File: config.mk
export PLATFORM = sky130hd
export DESIGN_NAME = maxpool_win
export DESIGN_NICKNAME = d
export VERILOG_FILES = /design/src/rtl/maxpool_pkg.sv /design/src/rtl/ser_deser.sv /design/src/rtl/maxpool_win.sv
export SDC_FILE = /design/constraint.sdc
export NUM_CORES = 1
export LEC_CHECK = 0
export ABC_AREA = 1
export CAP_MARGIN = 25
export CORE_MARGIN = 5
export CORE_UTILIZATION = 46
export CTS_CLUSTER_DIAMETER = 200
export DETAILED_ROUTE_END_ITERATION = 8
export PLACE_DENSITY = 0.64
export RECOVER_POWER = 25
export SKIP_LAST_GASP = 1
export SYNTH_ARGS = -nofsm -noshare
export SYNTH_HDL_FRONTEND = slang
export SYNTH_SLANG_ARGS = --single-unit
File: constraint.sdc
create_clock -name clk -period 2 [get_ports clk]
set_clock_uncertainty 0.05 [all_clocks]
set_input_delay 0.4 -clock clk [delete_from_list [all_inputs] [get_ports clk]]
set_output_delay 0.4 -clock clk [all_outputs]
set_load 0.005 [all_outputs]
File: src/rtl/maxpool_pkg.sv
//==============================================================================
// Module : maxpool_pkg
// Brief  : Shared sizing helpers and pipeline latency for the serial max-pool.
// Rev    : 1.0  initial release
//==============================================================================
`default_nettype none

package maxpool_pkg;

   localparam int LATENCY = 2;

   function automatic int words_per_sample(input int bw_in, input int ser_bw);
      return bw_in / ser_bw;
   endfunction

   function automatic int cntr_w(input int n);
      return (n > 1) ? $clog2(n) : 1;
   endfunction

endpackage

`default_nettype wire

File: src/rtl/ser_deser.sv
//==============================================================================
// Module : ser_deser
// Brief  : LSW-first deserialiser; words enter at the MSB end, full sample is
//          registered on the done strobe.
// Rev    : 1.0  initial release
//==============================================================================
`default_nettype none

module ser_deser #(
   parameter int BW_IN  = 12,
   parameter int SER_BW = 4
) (
   input  logic              clk,
   input  logic              rst,
   input  logic              load,
   input  logic              done,
   input  logic [SER_BW-1:0] din,
   output logic [BW_IN-1:0]  sample
);

   logic [BW_IN-1:0] w_next;

   generate
      if (SER_BW == BW_IN) begin : g_reg
         always_comb w_next = din;
      end else begin : g_shift
         logic [BW_IN-1:0] r_shift;

         // After WPS shifts the first (least significant) word lands at bit 0.
         always_comb w_next = {din, r_shift[BW_IN-1:SER_BW]};

         always_ff @(posedge clk) begin
            if (rst) begin
               r_shift <= '0;
            end else if (load) begin
               r_shift <= w_next;
            end
         end
      end
   endgenerate

   always_ff @(posedge clk) begin
      if (rst) begin
         sample <= '0;
      end else if (load && done) begin
         sample <= w_next;
      end
   end

endmodule

`default_nettype wire

File: src/rtl/maxpool_win.sv
//==============================================================================
// Module : maxpool_win
// Brief  : Per-channel non-overlapping max-pool over POOL_K serial samples.
//          Define MAXPOOL_WIN_RELU_EN to clamp negative maxima to zero.
// Rev    : 1.0  initial release
//==============================================================================
`default_nettype none

module maxpool_win
   import maxpool_pkg::*;
#(
   parameter int NO_CH  = 10,
   parameter int BW_IN  = 12,
   parameter int SER_BW = 4,
   parameter int POOL_K = 2
) (
   input  logic                         clk,
   input  logic                         rst,
   input  logic                         vld_in,
   input  logic                         sof_in,
   input  logic [NO_CH-1:0][SER_BW-1:0] data_in,
   output logic                         vld_out,
   output logic [NO_CH-1:0][BW_IN-1:0]  data_out
);

   localparam int c_WPS  = words_per_sample(BW_IN, SER_BW);
   localparam int c_WC_W = cntr_w(c_WPS);
   localparam int c_SC_W = cntr_w(POOL_K);
   localparam logic [c_WC_W-1:0] c_WORD_LAST = c_WC_W'(c_WPS - 1);
   localparam logic [c_SC_W-1:0] c_SAMP_LAST = c_SC_W'(POOL_K - 1);

   generate
      if (BW_IN % SER_BW != 0) begin : g_err_bw
         $error("maxpool_win: SER_BW must divide BW_IN");
      end
      if (POOL_K < 2) begin : g_err_k
         $error("maxpool_win: POOL_K must be at least 2");
      end
   endgenerate

   logic [c_WC_W-1:0]            r_word_cnt;
   logic [c_WC_W-1:0]            w_word_idx;
   logic [c_SC_W-1:0]            r_samp_cnt;
   logic [c_SC_W-1:0]            w_samp_idx;
   logic [c_SC_W-1:0]            r_samp_idx;
   logic                         w_last_word;
   logic                         r_samp_vld;
   logic [BW_IN-1:0]             w_sample [NO_CH];
   logic [NO_CH-1:0][BW_IN-1:0]  r_acc;
   logic [NO_CH-1:0][BW_IN-1:0]  w_max;
   logic [NO_CH-1:0][BW_IN-1:0]  w_out;

   // sof_in restarts the frame on the very word it qualifies.
   always_comb begin
      w_word_idx  = sof_in ? '0 : r_word_cnt;
      w_samp_idx  = sof_in ? '0 : r_samp_cnt;
      w_last_word = vld_in && (w_word_idx == c_WORD_LAST);
   end

   always_ff @(posedge clk) begin
      if (rst) begin
         r_word_cnt <= '0;
         r_samp_cnt <= '0;
         r_samp_vld <= 1'b0;
         r_samp_idx <= '0;
      end else begin
         if (vld_in) begin
            r_word_cnt <= w_last_word ? '0 : w_word_idx + c_WC_W'(1);
            if (w_last_word) begin
               r_samp_cnt <= (w_samp_idx == c_SAMP_LAST) ? '0 : w_samp_idx + c_SC_W'(1);
            end else begin
               r_samp_cnt <= w_samp_idx;
            end
         end
         r_samp_vld <= w_last_word;
         r_samp_idx <= w_samp_idx;
      end
   end

   generate
      for (genvar g = 0; g < NO_CH; g++) begin : g_ch
         ser_deser #(
            .BW_IN  (BW_IN),
            .SER_BW (SER_BW)
         ) u_deser (
            .clk    (clk),
            .rst    (rst),
            .load   (vld_in),
            .done   (w_last_word),
            .din    (data_in[g]),
            .sample (w_sample[g])
         );
      end
   endgenerate

   // Ties keep the accumulator; the value is identical either way.
   always_comb begin
      w_max = '0;
      w_out = '0;
      for (int ch = 0; ch < NO_CH; ch++) begin
         w_max[ch] = ($signed(w_sample[ch]) > $signed(r_acc[ch])) ? w_sample[ch] : r_acc[ch];
`ifdef MAXPOOL_WIN_RELU_EN
         w_out[ch] = w_max[ch][BW_IN-1] ? '0 : w_max[ch];
`else
         w_out[ch] = w_max[ch];
`endif
      end
   end

   always_ff @(posedge clk) begin
      if (rst) begin
         r_acc    <= '0;
         data_out <= '0;
         vld_out  <= 1'b0;
      end else begin
         vld_out <= r_samp_vld && (r_samp_idx == c_SAMP_LAST);
         if (r_samp_vld) begin
            for (int ch = 0; ch < NO_CH; ch++) begin
               r_acc[ch] <= (r_samp_idx == '0) ? w_sample[ch] : w_max[ch];
            end
            if (r_samp_idx == c_SAMP_LAST) begin
               data_out <= w_out;
            end
         end
      end
   end

endmodule

`default_nettype wire

; ---- Yosys cells after proc, flatten, opt, wreduce, memory -nomap -nowiden
; Cells that the tools add are included.
[op_classes]
add_sub_neg = 2
order_cmp = 10
eq_ne = 1
muxes = 25
reduce_logical = 4
[op_table]
columns = cell, n
row1 = $mux W12, 20
row2 = $gt A12 B12 Y1, 10
row3 = $mux W2, 2
row4 = $logic_and A1 B1 Y1, 3
row5 = $mux W1, 3
row6 = $add A2 B1 Y2 const B, 1
row7 = $eq A2 B2 Y1 const B, 1
row8 = $reduce_and A2 Y1, 1
row9 = $add A1 B1 Y1 const B, 1
[totals]
regBits = 486
input_bits = 44
out_inout_bits = 121
word_cells = 87

; ---- Depth between registers and ports, before layout
; Gate-level depths: netlist of run 1.
[depth]
ltp_word = 4
mapped_depth = 15
mapped_depth_nobuf = 14

; ---- By module
; A second synthesis of run 1 with hierarchy kept.
[unflattened]
hier_cells = 3240
area_unflattened_um2 = 23706.5
[modules_own_cells]
columns = mod, instances, cells_each, area_per_inst_um2
row1 = maxpool_win, 1, 2130, 15974.1
row2 = ser_deser, 10, 111, 773.2

; ---- Least setup slack after synthesis of run 1
; No wires, ideal clock.
[synth_path]
path_type = register -> register
startpoint = reg r_acc[47] (netlist name)
endpoint = reg data_out[37] (netlist name)
arrival_ns = 1.573
required_ns = 1.818
setup_slack_ns = 0.244
stages_incl_launch_ff = 15
cell_sequence = dfxtp_1 > inv_1 > ha_1 > nand2_1 > inv_2 > nand2_2 > nor2_2 > nand2_1 > nand3_1 > nand2_1 > nand2_2 > buf_6 > nand3_1 > nand3_2 > a21oi_1
[synth_via]
elab_chain_len = 2
[synth_lines]
columns = item, line
row1 = "start, declared", maxpool_win.sv:49  ; logic [NO_CH-1:0][BW_IN-1:0] r_acc;
row2 = "start signal, assigned by index", maxpool_win.sv:119  ; r_acc[ch] <= (r_samp_idx == '0) ? w_sample[ch] : w_max[ch];
row3 = $gt A12 B12 Y1, maxpool_win.sv:101  ; w_max[ch] = ($signed(w_sample[ch]) > $signed(r_acc[ch])) ? w_sample[ch] : r_acc[ch];
row4 = $mux W12, maxpool_win.sv:101
row5 = "end signal, assigned", maxpool_win.sv:122  ; data_out <= w_out;
row6 = "end, declared", maxpool_win.sv:23  ; output logic [NO_CH-1:0][BW_IN-1:0] data_out
; Every way passes these cells.
; A chain may end at the register's enable or synchronous reset.

; ---- Worst setup path after layout of run 1
[layout_path]
startpoint = reg r_acc[53] (netlist name)
endpoint = reg data_out[57] (netlist name)
; The elaborated chain is that of the path after synthesis.

==> results of run 1 <==
-- placed cells by master (no fill, tap or decap), types with 59 or more instances in the layout --
master / n
a21oi_1: 330
a21oi_2: 63
buf_4: 61
clkdlybuf4s50_1: 159
dfxtp_1: 409
ha_4: 66
inv_1: 382
inv_2: 79
nand2_1: 327
nand2_2: 88
nand3_1: 59
nand3_2: 172
nor2_1: 168
o21ai_0: 198
o22ai_1: 120
-- critical path: cells and delay by family, from the launching register on --
kind            cells  cell delay, ns
compound gates      1            0.13
fa+ha+maj           1            0.26
buf+inv             1            0.05
flops               1            0.32
simple gates        7            1.16
-- final timing paths --
path	end	startpoint	slack (ns)
worst min-delay path	g_ch[1].u_deser.sample[11]	rst	0.25
worst max register to register	data_out[57]	r_acc[53]	-0.04
worst min register to register	r_samp_idx	r_samp_cnt	0.37
worst max-delay path	data_out[57]	r_acc[53]	-0.04
-- report_power, final --
group          internal [mW]  switching, mW  total, mW  leakage (nW)
Clock                   5.41           3.72       9.13         0.799
Combinational           1.41           2.68       4.09          6.11
Sequential              9.07          0.127       9.19          3.64
Total                   15.9           6.53       22.4          10.5
-- sequential cells by signal (all words and copies together), names as in the netlist --
name	flops
r_samp_idx	1
r_acc	120
r_samp_cnt	1
data_out	120
g_ch.u_deser.g_shift.r_shift	80
g_ch.u_deser.sample	120
vld_out	1
r_samp_vld	1
r_word_cnt	2
-- through the flow --
step                      setup slack (ns)  TNS (ns)  cell area [um^2]
after floorplan                      0.244         0             21300
after global placement              -0.113     -7.23             23600
after detailed placement            -0.137    -16.57             23600
after CTS                          0.00195         0             25400
after global routing                -0.121    -10.85             28000
final                              -0.0448    -0.360             28000
-- metal layers --
metal | vias to the layer above | GRT usage
met2 | 508 | 0.365
met5 | - | 0
met1 | 9477 | 0.276
met3 | 136 | 0.0326
met4 | 2 | 0.0703
li1 | 9735 | -
-- logic make-up after synthesis --
kind of cell,Yosys count
adders and majority gates,120
buffers and inverters,643
DFF,446
AOI/OAI and AO/OA,726
and+or+nand+nor,936
-- what timing repair did --
item,in CTS,in global routing
setup buffers,1,17
setup endpoints to repair,209,245
cloned,3,15
hold endpoints to repair,0,0
pin swaps,1,196
gates resized for setup,33,533
-- area by class of cell --
type / count / area share
flip-flops and latches: 446 / 0.321
inverters: 468 / 0.0635
clock buffers: 70 / 0.0502
clock inverters: 20 / 0.00796
multi-input cells: 1800 / 0.443
repair buffers: 249 / 0.0870
well taps: 607 / 0.0271
==> reports/metrics.cfg, run 1 <==
[drt]
ant_nets=0
wl_met1_um=26100
wl_met3_um=3000
firstDrtPassIters=5
via_count=19900
wl_per_cell_um=16.7
drc_errors=0
vias_per_cell=5.43
routed_wl_um=61100
drt_iter0_drc=1340
highest_layer=met5
wl_met2_um=30000

[power_and_ir_drop]
power_mw=22.4
power_leakage_nw=10.5
irDropWorstVdd_mv=0.713
power_density_nw_per_um2=801

[floorplan]
ioPinCount=165
dieArea_um2=50800
core_um2=46300
start_util=0.461
die_w_um=225
rows=79
die_y_um=225

[clock_network]
clock_latency_ns=0.59
ctsLongestPathBuffers=3
numCtsBuffers=49
clkSinkCount=446
cts.reportedPaths.clkPinSlew_ns=0.06
ctsHtreeMaxLevel=2
cts_tree=built
cts_hold_buf=0
clockRootBuffer=clkbuf_16

[synth]
netlist_instances=2871
ys_top_cells_by_count=inv_1, dfxtp_1, nand2_1
synth_ff_type=dfxtp_1
netlist.top_cell.by_area=dfxtp_1
ys_seq_elements=446
synth_cell_types=26
synth_xor_area_frac=0
synth.most_common_cell=inv_1
synthTopCellsByArea=dfxtp_1, a21oi_1, inv_1
avgSynthCellArea_um2=7.43
async_reset_ff_frac=0
yosys_warnings=0
synth_edf_count=0
synth_nets=3035
ys_seq_area_frac=0.418
muxShareOfSynthArea=0
synth_top_area_share=0.418
syn_area_um2=21300
synth_simple_gate_area_share=0.209
synth_fa_ha_area_frac=0.0703
synth_top_family_by_area=simple AND/OR/NAND/NOR gates
synth-compound-area-share=0.179

[timing]
holdWs_ns=0.253
slew-limit-headroom=0.0180
slew_violations=0
finalCriticalPeriod_ns=2.04
final_hold_viol_count=0
fmax_mhz=489
worst_slew_pin_slew_ns=1.47
setup_viol=19
period_share=1.02
rsz0062_at_grt=true
setup_ws_ns=-0.0448

[finish]
multi_input_area_um2=12400
fin_cells=3660
nNetsFinal=3178
post-route-util=0.605
antenna_cells=0
drive_above_1_share=0.255
area_growth_pct=31.1
fillers=3949
regArea_um2=8980

[job]
maxCapViolations=0

[worst_setup_path]
cpPeakStageDelay_ns=0.32
critPathSlowestCell=dfxtp_2
crit_arrival_ns=2.52
rr_worst_depth=10
critPathKind=flip-flop to flip-flop
cp_max_fo=6
cp-end-kind=flip-flop
required_ns=2.48
cp-start-kind=flip-flop
path_cells=inv_2 > ha_4 > nand4_1 > nor2_4 > nand2_2 > nand4_1 > nand3_4 > nand2_2 > nand3_4 > a21oi_2

[grt]
antenna_found_initial=1
grt_pass1_vias=18500
track_usage=0.213
grt_max_degree=122
overflow=0
grt_pass1_wl_um=91400

[place]
detailed_place_hpwl_um=36900
dp_cells=3534
globalplace.congestion=0.864
port-buffer-count=164

[run_status]
violations=negative setup slack
status=finished with violations

[worst_hold_path]
hold_path.class=primary input to flip-flop
whs_path_depth=4

Power figures use the tool's default switching activity.
==> run 2, diff against run 1 <==
- CORE_UTILIZATION: 46 -> 52
- PLACE_DENSITY: 0.64 -> 0.72
==> run 2 against run 1 <==
The run still ends with negative setup slack left. Count of clock-buffer cells in the layout decreased by 2. Combinational power decreased by 1%. Critical path depth increased by 1. Total power decreased by 0.48%. Routed wire length increased by 0.74%. Critical path type unchanged. Register-to-register slack got worse by 0.02 ns. Sequential cell count unchanged. Global-route usage increased by 2.9 points. Core utilization increased by 8.0 points.
==> reports/metrics.cfg, run 2 (synthesis results as in run 1) <==
[drt]
via_count=20200
drc_errors=0
wl_per_cell_um=17.1
drt_iter0_drc=1447
firstDrtPassIters=6
vias_per_cell=5.64
routed_wl_um=61500
ant_nets=0

[grt]
track_usage=0.242
grt_pass1_vias=18900
grt_max_degree=162
antenna_found_initial=2
grt_pass1_wl_um=91700
overflow=0

[worst_setup_path]
cpPeakStageDelay_ns=0.30
required_ns=2.48
cp_max_fo=8
critical_path.top_delay_family=simple AND/OR/NAND/NOR gates
critPathBufInv=4
cp-end-kind=flip-flop
crit_arrival_ns=2.54
path_cells=inv_1 > ha_4 > nand4_1 > nor2_4 > buf_4 > nand4_1 > buf_6 > buf_4 > nand3_1 > nand3_2 > a21oi_2
critPathSlowestCell=dfxtp_1
critPathKind=flip-flop to flip-flop
cp-start-kind=flip-flop

[power_and_ir_drop]
power_mw=22.3
power_leakage_nw=10.6
irDropWorstVdd_mv=0.677
power_density_nw_per_um2=800

[floorplan]
ioPinCount=165
dieArea_um2=45200
core_um2=40700
die_y_um=213
start_util=0.524
die_w_um=213
rows=74

[timing]
slew-limit-headroom=0.215
rsz0062_at_grt=true
setup_ws_ns=-0.0668
slew_violations=0
final_hold_viol_count=0
fmax_mhz=484
finalCriticalPeriod_ns=2.07
worst_slew_pin_slew_ns=1.18
period_share=1.03
setup_viol=52
holdWs_ns=0.222

[finish]
nNetsFinal=3185
fin_cells=3589
mostFrequentLayoutCells=dfxtp_1, inv_1, nand2_1
mostFrequentLayoutCell=dfxtp_1
reg_top3=data_out (120), g_ch.u_deser.sample (120), r_acc (120)
antenna_cells=0
area_growth_pct=30.6
drive_above_1_share=0.248

[place]
place_ws_ns=-0.117
dp_cells=3467
detailed_place_hpwl_um=36700
port-buffer-count=164
globalplace.congestion=0.849

[clock_network]
ctsHtreeMaxLevel=2
cts_hold_buf=0
cts.reportedPaths.clkPinSlew_ns=0.06
numCtsBuffers=48
clkSinkCount=446
ctsLongestPathBuffers=3
clock_latency_ns=0.59
cts_tree=built
clockRootBuffer=clkbuf_16

[run_status]
status=finished with violations
violations=negative setup slack

[job]
maxCapViolations=0

[worst_hold_path]
hold_path.class=primary input to flip-flop

[run 2: cell count changes in the layout (fill, tap and decap cells not counted), moves of 6 or more]
cell	change
nand2_1	+7
buf_4	+6
ha_1	-6
nand3_1	+26
nand3_2	-22
nand2_4	-13
ha_4	+6
buf_12	+9
[run 2: metal layers]
metal | vias to the layer above | track usage | part of all wire
met5 | - | 0 | 0.00034
met4 | 4 | 0.0942 | 0.039
met3 | 183 | 0.0443 | 0.065
li1 | 9758 | - | -
met2 | 749 | 0.405 | 0.48
met1 | 9536 | 0.311 | 0.42
[run 2: power by group]
group | internal (mW) | total (mW) | switching [mW]
sequential | 9.07 | 9.19 | 0.128
combinational | 1.42 | 4.04 | 2.62
clock | 5.43 | 9.08 | 3.65
[run 2: stage by stage]
| step | area [um^2] | TNS (ns) | util |
|---|---|---|---|
| 2_1_floorplan | 21300 | 0 | - |
| 3_3_place_gp | 23600 | -0.713 | 0.580 |
| 3_5_place_dp | 23600 | -5.67 | 0.580 |
| 4_1_cts | 25400 | -0.00160 | 0.624 |
| 5_1_grt | 27900 | -14.28 | 0.684 |
| 6_report | 27900 | -0.852 | 0.684 |
[run 2: path summary, 6_finish.rpt]
path	slack [ns]	cells after the start	to	start
worst min-delay path	0.22	4	g_ch[2].u_deser.g_shift.r_shift[6]	rst
worst max register to register	-0.07	11	data_out[110]	r_acc[113]
worst min register to register	0.38	2	r_samp_idx	r_samp_cnt
worst max-delay path	-0.07	11	data_out[110]	r_acc[113]
[run 2: repair_timing]
item                                    CTS  global route
endpoints found under the setup margin  199           243
gates cloned                              6            13
pin swaps                                12           171
setup buffers                             2            15
endpoints found under the hold margin     0             0
resized for setup                        36           494
[run 2: area by class of cell]
cell class / count / area [um^2]
Fill cell: 3179 / 12900
Multi-Input combinational cell: 1799 / 12200
Sequential cell: 446 / 8980
Timing Repair Buffer: 258 / 2610
Inverter: 468 / 1780
Clock buffer: 68 / 1380
Tap cell: 532 / 666
Clock inverter: 18 / 223
[run 2: worst register-to-register path: cells and delay by family, from the launching register on]
kind / cells / cell delay [ns]
AOI/OAI and AO/OA: 1 / 0.14
DFF: 1 / 0.30
and+or+nand+nor: 5 / 0.69
adders and majority gates: 1 / 0.28
buffers and inverters: 4 / 0.53
